File: config.mk
export PLATFORM = sky130hd
export DESIGN_NAME = uart_rx
export DESIGN_NICKNAME = d
export VERILOG_FILES = /design/src/rtl/uart_rx.sv
export SDC_FILE = /design/constraint.sdc
export NUM_CORES = 1
export LEC_CHECK = 0
export ABC_AREA = 1
export CAP_MARGIN = 25
export CORE_MARGIN = 2
export CORE_UTILIZATION = 45
export CTS_CLUSTER_DIAMETER = 80
export CTS_CLUSTER_SIZE = 8
export DETAILED_ROUTE_END_ITERATION = 10
export GPL_ROUTABILITY_DRIVEN = 0
export PLACE_DENSITY = 0.64
export SLEW_MARGIN = 25
export SYNTH_ARGS = -nofsm -noshare
export SYNTH_HDL_FRONTEND = slang
export SYNTH_SLANG_ARGS = --single-unit
File: constraint.sdc
create_clock -name clk_48 -period 4 [get_ports clk_48]
set_input_delay 0.6 -clock clk_48 [delete_from_list [all_inputs] [get_ports clk_48]]
set_output_delay 0.6 -clock clk_48 [all_outputs]
set_load 0.005 [all_outputs]
File: src/rtl/uart_rx.sv
// ---- uart_rx : 8N1 async serial receiver, mid-bit sampling, one-byte holding register ----
// ---- Rev 1.0  : initial release                                                           ----
`default_nettype none

module uart_rx #(
  parameter int CLK_HZ = 48000000,
  parameter int BAUD   = 19200
) (
  input  logic       clk_48,
  input  logic       rst_n,
  input  logic       rx_n,
  output logic [7:0] rx_data,
  output logic       rx_ready_n,
  input  logic       rx_r_n,
  output logic       rx_ovr_n,
  output logic       rx_ferr_n
);

  localparam int BIT_TICKS  = CLK_HZ / BAUD;
  localparam int HALF_TICKS = BIT_TICKS / 2;
  localparam int TW         = $clog2(BIT_TICKS + 1);
  localparam logic [TW-1:0] BIT_LOAD  = TW'(BIT_TICKS - 1);
  localparam logic [TW-1:0] HALF_LOAD = TW'(HALF_TICKS - 1);

  typedef enum logic [2:0] {
    IDLE  = 3'd0,
    START = 3'd1,
    DATA  = 3'd2,
    STOP  = 3'd3,
    BREAK = 3'd4
  } state_t;

  logic          rx_meta;
  logic          rx_s;
  state_t        state;
  state_t        state_nx;
  logic [TW-1:0] timer;
  logic [TW-1:0] timer_nx;
  logic [2:0]    bit_cnt;
  logic [2:0]    bit_cnt_nx;
  logic [7:0]    shreg;
  logic [7:0]    shreg_nx;
  logic          tick;
  logic          commit;
  logic          ferr;

  // Two-flop synchronizer; reset to the idle line level
  always_ff @(posedge clk_48 or negedge rst_n) begin
    if (!rst_n) begin
      rx_meta <= 1'b1;
      rx_s    <= 1'b1;
    end else begin
      rx_meta <= rx_n;
      rx_s    <= rx_meta;
    end
  end

  assign tick = (timer == '0);

  always_ff @(posedge clk_48 or negedge rst_n) begin
    if (!rst_n) begin
      state   <= IDLE;
      timer   <= '0;
      bit_cnt <= 3'd0;
      shreg   <= 8'h00;
    end else begin
      state   <= state_nx;
      timer   <= timer_nx;
      bit_cnt <= bit_cnt_nx;
      shreg   <= shreg_nx;
    end
  end

  // Timer counts down to zero; the sample is taken on the zero cycle and the timer reloads
  always_comb begin
    state_nx   = state;
    timer_nx   = timer;
    bit_cnt_nx = bit_cnt;
    shreg_nx   = shreg;
    commit     = 1'b0;
    ferr       = 1'b0;
    case (state)
      IDLE: begin
        if (!rx_s) begin
          state_nx = START;
          timer_nx = HALF_LOAD;
        end
      end
      START: begin
        if (!tick) begin
          timer_nx = timer - TW'(1);
        end else if (rx_s) begin
          state_nx = IDLE;
        end else begin
          state_nx   = DATA;
          timer_nx   = BIT_LOAD;
          bit_cnt_nx = 3'd0;
        end
      end
      DATA: begin
        if (!tick) begin
          timer_nx = timer - TW'(1);
        end else begin
          shreg_nx   = {rx_s, shreg[7:1]};
          timer_nx   = BIT_LOAD;
          bit_cnt_nx = bit_cnt + 3'd1;
          if (bit_cnt == 3'd7) begin
            state_nx = STOP;
          end
        end
      end
      STOP: begin
        if (!tick) begin
          timer_nx = timer - TW'(1);
        end else if (rx_s) begin
          commit   = 1'b1;
          state_nx = IDLE;
        end else begin
          ferr     = 1'b1;
          state_nx = BREAK;
        end
      end
      BREAK: begin
        if (rx_s) begin
          state_nx = IDLE;
        end
      end
      default: begin
        state_nx = IDLE;
        timer_nx = '0;
      end
    endcase
  end

  // Host side: a commit beats a simultaneous read, and a read then clears any overrun
  always_ff @(posedge clk_48 or negedge rst_n) begin
    if (!rst_n) begin
      rx_data    <= 8'h00;
      rx_ready_n <= 1'b1;
      rx_ovr_n   <= 1'b1;
      rx_ferr_n  <= 1'b1;
    end else begin
      rx_ferr_n <= ~ferr;
      if (commit) begin
        rx_data    <= shreg;
        rx_ready_n <= 1'b0;
        if (!rx_r_n) begin
          rx_ovr_n <= 1'b1;
        end else if (!rx_ready_n) begin
          rx_ovr_n <= 1'b0;
        end
      end else if (!rx_r_n) begin
        rx_ready_n <= 1'b1;
        rx_ovr_n   <= 1'b1;
      end
    end
  end

endmodule

`default_nettype wire

==> results of run 1 <==
[cells by family after synthesis]
logic type	Yosys count
simple gates	154
flops	39
compound gates	30
buf+inv	30
xor+xnor	5
fa+ha+maj	4
[worst max path at each step]
stage	start	endpoint	slack, ns	cells past startpoint
final	rx_ready_n	rx_ready_n	2.05	1
after global routing	timer[0]	timer[0]	1.79	10
after CTS	rx_ready_n	rx_ready_n	2.05	1
after detailed placement	timer[0]	timer[4]	2.08	10
after global placement	timer[0]	timer[6]	2.15	10
after floorplan	timer[0]	rx_data[0]	2.44	9
[layout make-up]
cell class | instances | area [µm²] | share of cell area [%]
clock buffers | 5 | 68.82 | 2.893
inverters | 26 | 97.59 | 4.103
well taps | 52 | 65.06 | 2.735
flip-flops and latches | 39 | 982.2 | 41.29
clock inverters | 3 | 43.79 | 1.841
repair buffers | 14 | 135.1 | 5.681
multi-input cells | 193 | 985.9 | 41.45
[metrics by stage]
stage          area [µm²]  total power [mW]  hold slack, ns  setup slack [ns]
2_1_floorplan        2107            0.4058          0.3044             2.438
3_3_place_gp         2266            0.4167          0.3476             2.149
3_5_place_dp         2266            0.4166          0.3492             2.078
4_1_cts              2379            0.7447          0.3596             2.048
5_1_grt              2379            0.7618          0.3690             1.795
6_report             2379            0.7377          0.3582             2.053
[where the power goes]
group	switching (mW)	internal, mW	leakage, nW
logic	0.00849	0.00244	0.633
clock network	0.144	0.186	0.0581
registers	0.00134	0.396	0.497
[routing by layer]
metal  wire (µm)  track usage, %  share of wire (%)  vias to the layer above
met5           0               0                  0                        -
met4          99           6.790                2.4                        0
met3         184           3.750                4.5                       10
met2        1670           28.13                 41                       33
met1        2106           26.14                 52                      715
li1            -               -                  -                      867
[state kept, by name, summed over array words and instances, names as in the netlist]
name / count
timer: 12
rx_data: 8
shreg: 8
bit_cnt: 3
state: 3
rx_ferr_n: 1
rx_meta: 1
rx_ovr_n: 1
rx_ready_n: 1
rx_s: 1
[cell usage in the layout (no fill, tap or decap), types with 5 or more instances in the layout]
master / synthesis / layout
nand3_1: 17 / 17
o21ai_0: 16 / 16
inv_1: 26 / 26
dfstp_2: 5 / 5
o21ai_2: 9 / 9
clkbuf_8: 0 / 5
nand2_1: 101 / 101
nor2_1: 15 / 15
clkdlybuf4s50_1: 0 / 13
dfrtp_1: 34 / 34
==> qor.txt, run 1 <==
status - completed
Yosys Warn Count - 0
utilization after layout - 53.52%
Post-synth ARST share - 100.0%
Setup Buffers After CTS - 0
FF-to-FF Start - timer[0]
critical path peak fanout - 3
clk_skew - 0.01030 ns
Synth cell types - 25
Final Setup Violations - 0
clock tree sinks - 39
drt total wl - 4.060 mm
hold_sp - rx_meta
ys flop type - dfrtp_1
Post-CTS Resized - 0
Synth Area in XOR/XNOR - 2.078%
clk_lat worst skew - 0.30 ns
Net Count, Synth - 270
Total GRT Usage - 18.45%
CP max stage cell - dfstp_2
RR Endpoint - timer[4]
worst slew pin tran - 0.8431 ns
crit path cell chain - clkdlybuf4s50_1
Rows - 24
CTS root buf - clkbuf_8
top post-synthesis cells by count - 101 x nand2_1, 34 x dfrtp_1, 26 x inv_1, 17 x nand3_1, 16 x o21ai_0
Adder-Cell Fraction of Synth Area - 2.375%
Synth Register Bits - 39
Final Hold Viols - 0
total CTS buffers - 5
max_cap viols - 0
Pwr per Cell Area - 310.1 nW/µm²
Final Cycle Share - 48.68%
H-tree levels - 2
clock buffer depth - 2
Slew Viols, Final - 0
CORE AREA - 4444 µm²
CP max stage delay - 0.55 ns
Tmin final - 1.947 ns
Die X - 72.43 µm
Synth Instances - 262
Post-synth EDFFs - 0
setup_tns - 0 ns
dominant cell type by area after synthesis - dfrtp_1
initial antenna violation count - 0
Seq/Total Area, Yosys - 46.62%
reg2reg setup slack - 2.09 ns
Synth area leaders - dfrtp_1 40%, nand2_1 18%, dfstp_2 6.2%
largest net degree at the start of global routing - 40
f_max - 513.6 MHz
total of fill cells in the finished design - 404
Critical Path AT - 1.35 ns
final cell count without fillers - 332
count leader, synth - nand2_1
Hold Path Cell Cnt - 0
crit end category - output port
post-synth top area share - 40.38%
drt first pass iters - 4
Peak VDD IR - 310.7 µV
crit path launch type - register
die area - 5245 µm²
DP HPWL - 2.978 mm
vias in the first global route - 1608
Synth Area in Simple Gates - 33.14%
largest family of logic cells by synthesized area - simple AND/OR/NAND/NOR gates
Synth Area in Compound Gates - 9.204%
ANT cells - 0
Clk pin slew, worst setup/hold paths - 0.07 ns
min-delay worst type - register to register
Worst EP required - 3.40 ns
CTS Hold Bufs - 0
WL/cell - 12.23 µm
Syn Area/Cell - 8.042 µm²
Residual DRC - 0
RSZ-0062 raised after global routing - no
multiplexer share of the synthesized area - 0%
Syn Std Cell Area - 2107 µm²
routed vias - 1625
Die H - 72.43 µm
Placed Cells - 324
max_slew headroom - 43.79%
# port buffers - 14
R2R cell count - 10
ANT nets after route - 0
crit-path leading delay family - flip-flops
Layout Nets - 287
CTS tree - yes
first-pass GRT wire length - 7.452 mm
crit path kind - register to output port
1st-iter DRT viols - 174
# IOs - 15
Initial Util - 47.41%
Lkg Pwr - 1.188 nW
remaining global-route overflow - 0
P&R area growth vs syn - 12.89%
Hold EP - rx_s
Buf+Inv Stages, Crit Path - 1
layout cells sized above 1 - 13.21%
vias per inst - 4.895
No activity file was read; power rests on OpenSTA's default activity.
==> run 2, diff against run 1 <==
==> constraint.sdc (replaced) <==
create_clock -name clk_48 -period 1.8 [get_ports clk_48]
set_input_delay 0.27 -clock clk_48 [delete_from_list [all_inputs] [get_ports clk_48]]
set_output_delay 0.27 -clock clk_48 [all_outputs]
set_load 0.005 [all_outputs]
==> run 2 against run 1 <==
Sequential power grew 120%. Utilization grew 1.3 points. Die area is the same. Clock-buffer cell count grew 1. Register-to-register slack lost 1.9 ns. Sequential cell count is the same. Critical path depth grew 7. Wire length grew 1.8%. Critical endpoint is now rx_ovr_n. Highest routed layer unchanged.
==> qor.txt, run 2 (same netlist as run 1, synthesis figures left out) <==
Layout Nets - 296 (+3.1%)
CTS Hold Bufs - 0 (unchanged)
critical path peak fanout - 18 (+15)
Die X - 72.43 µm (unchanged)
drt total wl - 4.133 mm (+1.8%)
commonest cells after routing, fill and taps aside - 101 x nand2_1, 34 x dfrtp_1, 24 x inv_1, 17 x nand3_1, 16 x o21ai_0
max_cap viols - 0 (unchanged)
crit-path leading delay family - simple AND/OR/NAND/NOR gates
die area - 5245 µm² (unchanged)
WL/cell - 12.12 µm (-0.89%)
total CTS buffers - 5 (unchanged)
vias per inst - 4.921 (+0.54%)
Placed Cells - 331 (+2.2%)
top flop regs - timer x12, rx_data x8, shreg x8
Tmin final - 1.659 ns
drt first pass iters - 4 (unchanged)
remaining global-route overflow - 0 (unchanged)
H-tree levels - 2 (unchanged)
Final Setup Violations - 0 (unchanged)
ANT cells - 0 (unchanged)
1st-iter DRT viols - 122 (-30%)
Placed Area - 2318 µm² (+2.3%)
CP max stage cell - dfrtp_1
max FFs per register - 12 (unchanged)
Die H - 72.43 µm (unchanged)
DP HPWL - 2.943 mm (-1.2%)
crit path launch type - register
Worst EP required - 2.02 ns (-1.38 ns)
largest net degree at the start of global routing - 40 (unchanged)
final cell count without fillers - 341 (+2.7%)
status - completed
Rows - 24 (unchanged)
Clk pin slew, worst setup/hold paths - 0.08 ns (about the same)
vias in the first global route - 1570 (-2.4%)
Buf+Inv Stages, Crit Path - 1 (unchanged)
clock buffer depth - 2 (unchanged)
ANT nets after route - 0 (unchanged)
CP max stage delay - 0.39 ns (-0.16 ns)
clock tree sinks - 39 (unchanged)
commonest non-fill, non-tap cell in the layout - nand2_1
crit path cell chain - inv_2 -> ha_1 -> nor3b_4 -> nand2_4 -> nor2_4 -> nand2_8 -> o21ai_0 -> nand2_1
CORE AREA - 4444 µm² (unchanged)
Lkg Pwr - 1.191 nW (+0.26%)
CTS root buf - clkbuf_8
# port buffers - 14 (unchanged)
f_max - 602.9 MHz
# IOs - 15 (unchanged)
P&R area growth vs syn - 15.62%
Critical Path AT - 1.88 ns (+0.53 ns)
first-pass GRT wire length - 7.245 mm (-2.8%)
Peak VDD IR - 463.4 µV (+49%)
layout cells sized above 1 - 16.26% (+3.0 points)
crit end category - register
fin area - 2436 µm² (+2.4%)
min-delay worst type - primary input to asynchronous set/reset pin
largest reg by FF count - timer
clk_lat worst skew - 0.30 ns (about the same)
Residual DRC - 0 (unchanged)
max_slew headroom - 67.66% (+24 points)
setup_tns - 0 ns (unchanged)
clk_skew - 0.01066 ns (+0.0003530 ns)
CTS tree - yes
initial antenna violation count - 0 (unchanged)
crit path kind - register to register
RSZ-0062 raised after global routing - yes
Pwr per Cell Area - 614.6 nW/µm² (+98%)
Total GRT Usage - 18.15% (-0.30 points)
routed vias - 1678 (+3.3%)
worst slew pin tran - 0.4851 ns (-0.3580 ns)
pre-CTS setup slack - 0.1060 ns (-1.972 ns)
Final Hold Viols - 0 (unchanged)
Final Cycle Share - 92.15%
Slew Viols, Final - 0 (unchanged)
Initial Util - 47.41% (unchanged)
PnR worst setup slack - 0.1413 ns (-1.911 ns)
[run 2: cell types whose count changed in the layout (fill, tap and decap cells not counted), sizes merged]
| cell | before | now |
|---|---|---|
| buf | 1 | 9 |
| clkinvlp | 0 | 3 |
| bufinv | 1 | 0 |
| clkinv | 2 | 1 |
| inv | 26 | 25 |
| clkbuf | 5 | 6 |
[run 2: path summary, 6_finish.rpt]
kind / startpoint / end / cells past startpoint / slack (ns)
max: timer[0] / rx_ovr_n / 8 / 0.14
min: rst_n / timer[10] / 2 / 0.01
max reg2reg: timer[0] / rx_ovr_n / 8 / 0.14
min reg2reg: rx_meta / rx_s / 0 / 0.36
max in group asynchronous: rst_n / rx_ready_n / 2 / 1.43
min in group clk_48: rx_meta / rx_s / 0 / 0.36
[run 2: area by class of cell]
type                       instances  area, µm²
timing repair inverter             1      7.507
timing repair buffer              22      195.2
multi-input combinational        193      999.7
sequential                        39      982.2
inverter                          26      101.3
clock inverter                     2      12.51
tap                               52      65.06
fill                             419       2008
clock buffer                       6      72.57
[run 2: where the power goes]
group / switching (mW) / internal (mW)
combinational: 0.0222 / 0.00832
sequential: 0.000881 / 0.880
clock: 0.315 / 0.271
total: 0.338 / 1.16
[run 2: stage by stage]
step	hold WS [ns]	util (%)	power [mW]
5_1_grt	0.06258	54.81	1.558
3_5_place_dp	0.3493	52.17	0.9295
2_1_floorplan	-0.02559	-	0.9018
4_1_cts	0.03254	54.08	1.517
6_report	0.01256	54.81	1.497
3_3_place_gp	0.3542	52.17	0.9294
[run 2: per-layer routing]
metal	vias up	global-route usage (%)	wire length, µm
li1	890	-	-
met1	766	26.77	2190
met2	18	26.10	1797
met3	4	4.583	95
met4	0	6.173	49
met5	-	0	0
[run 2: what timing repair did]
action	in CTS	in global routing
setup buffers	0	1
gates resized for setup	0	5
endpoints found under the setup margin	0	16
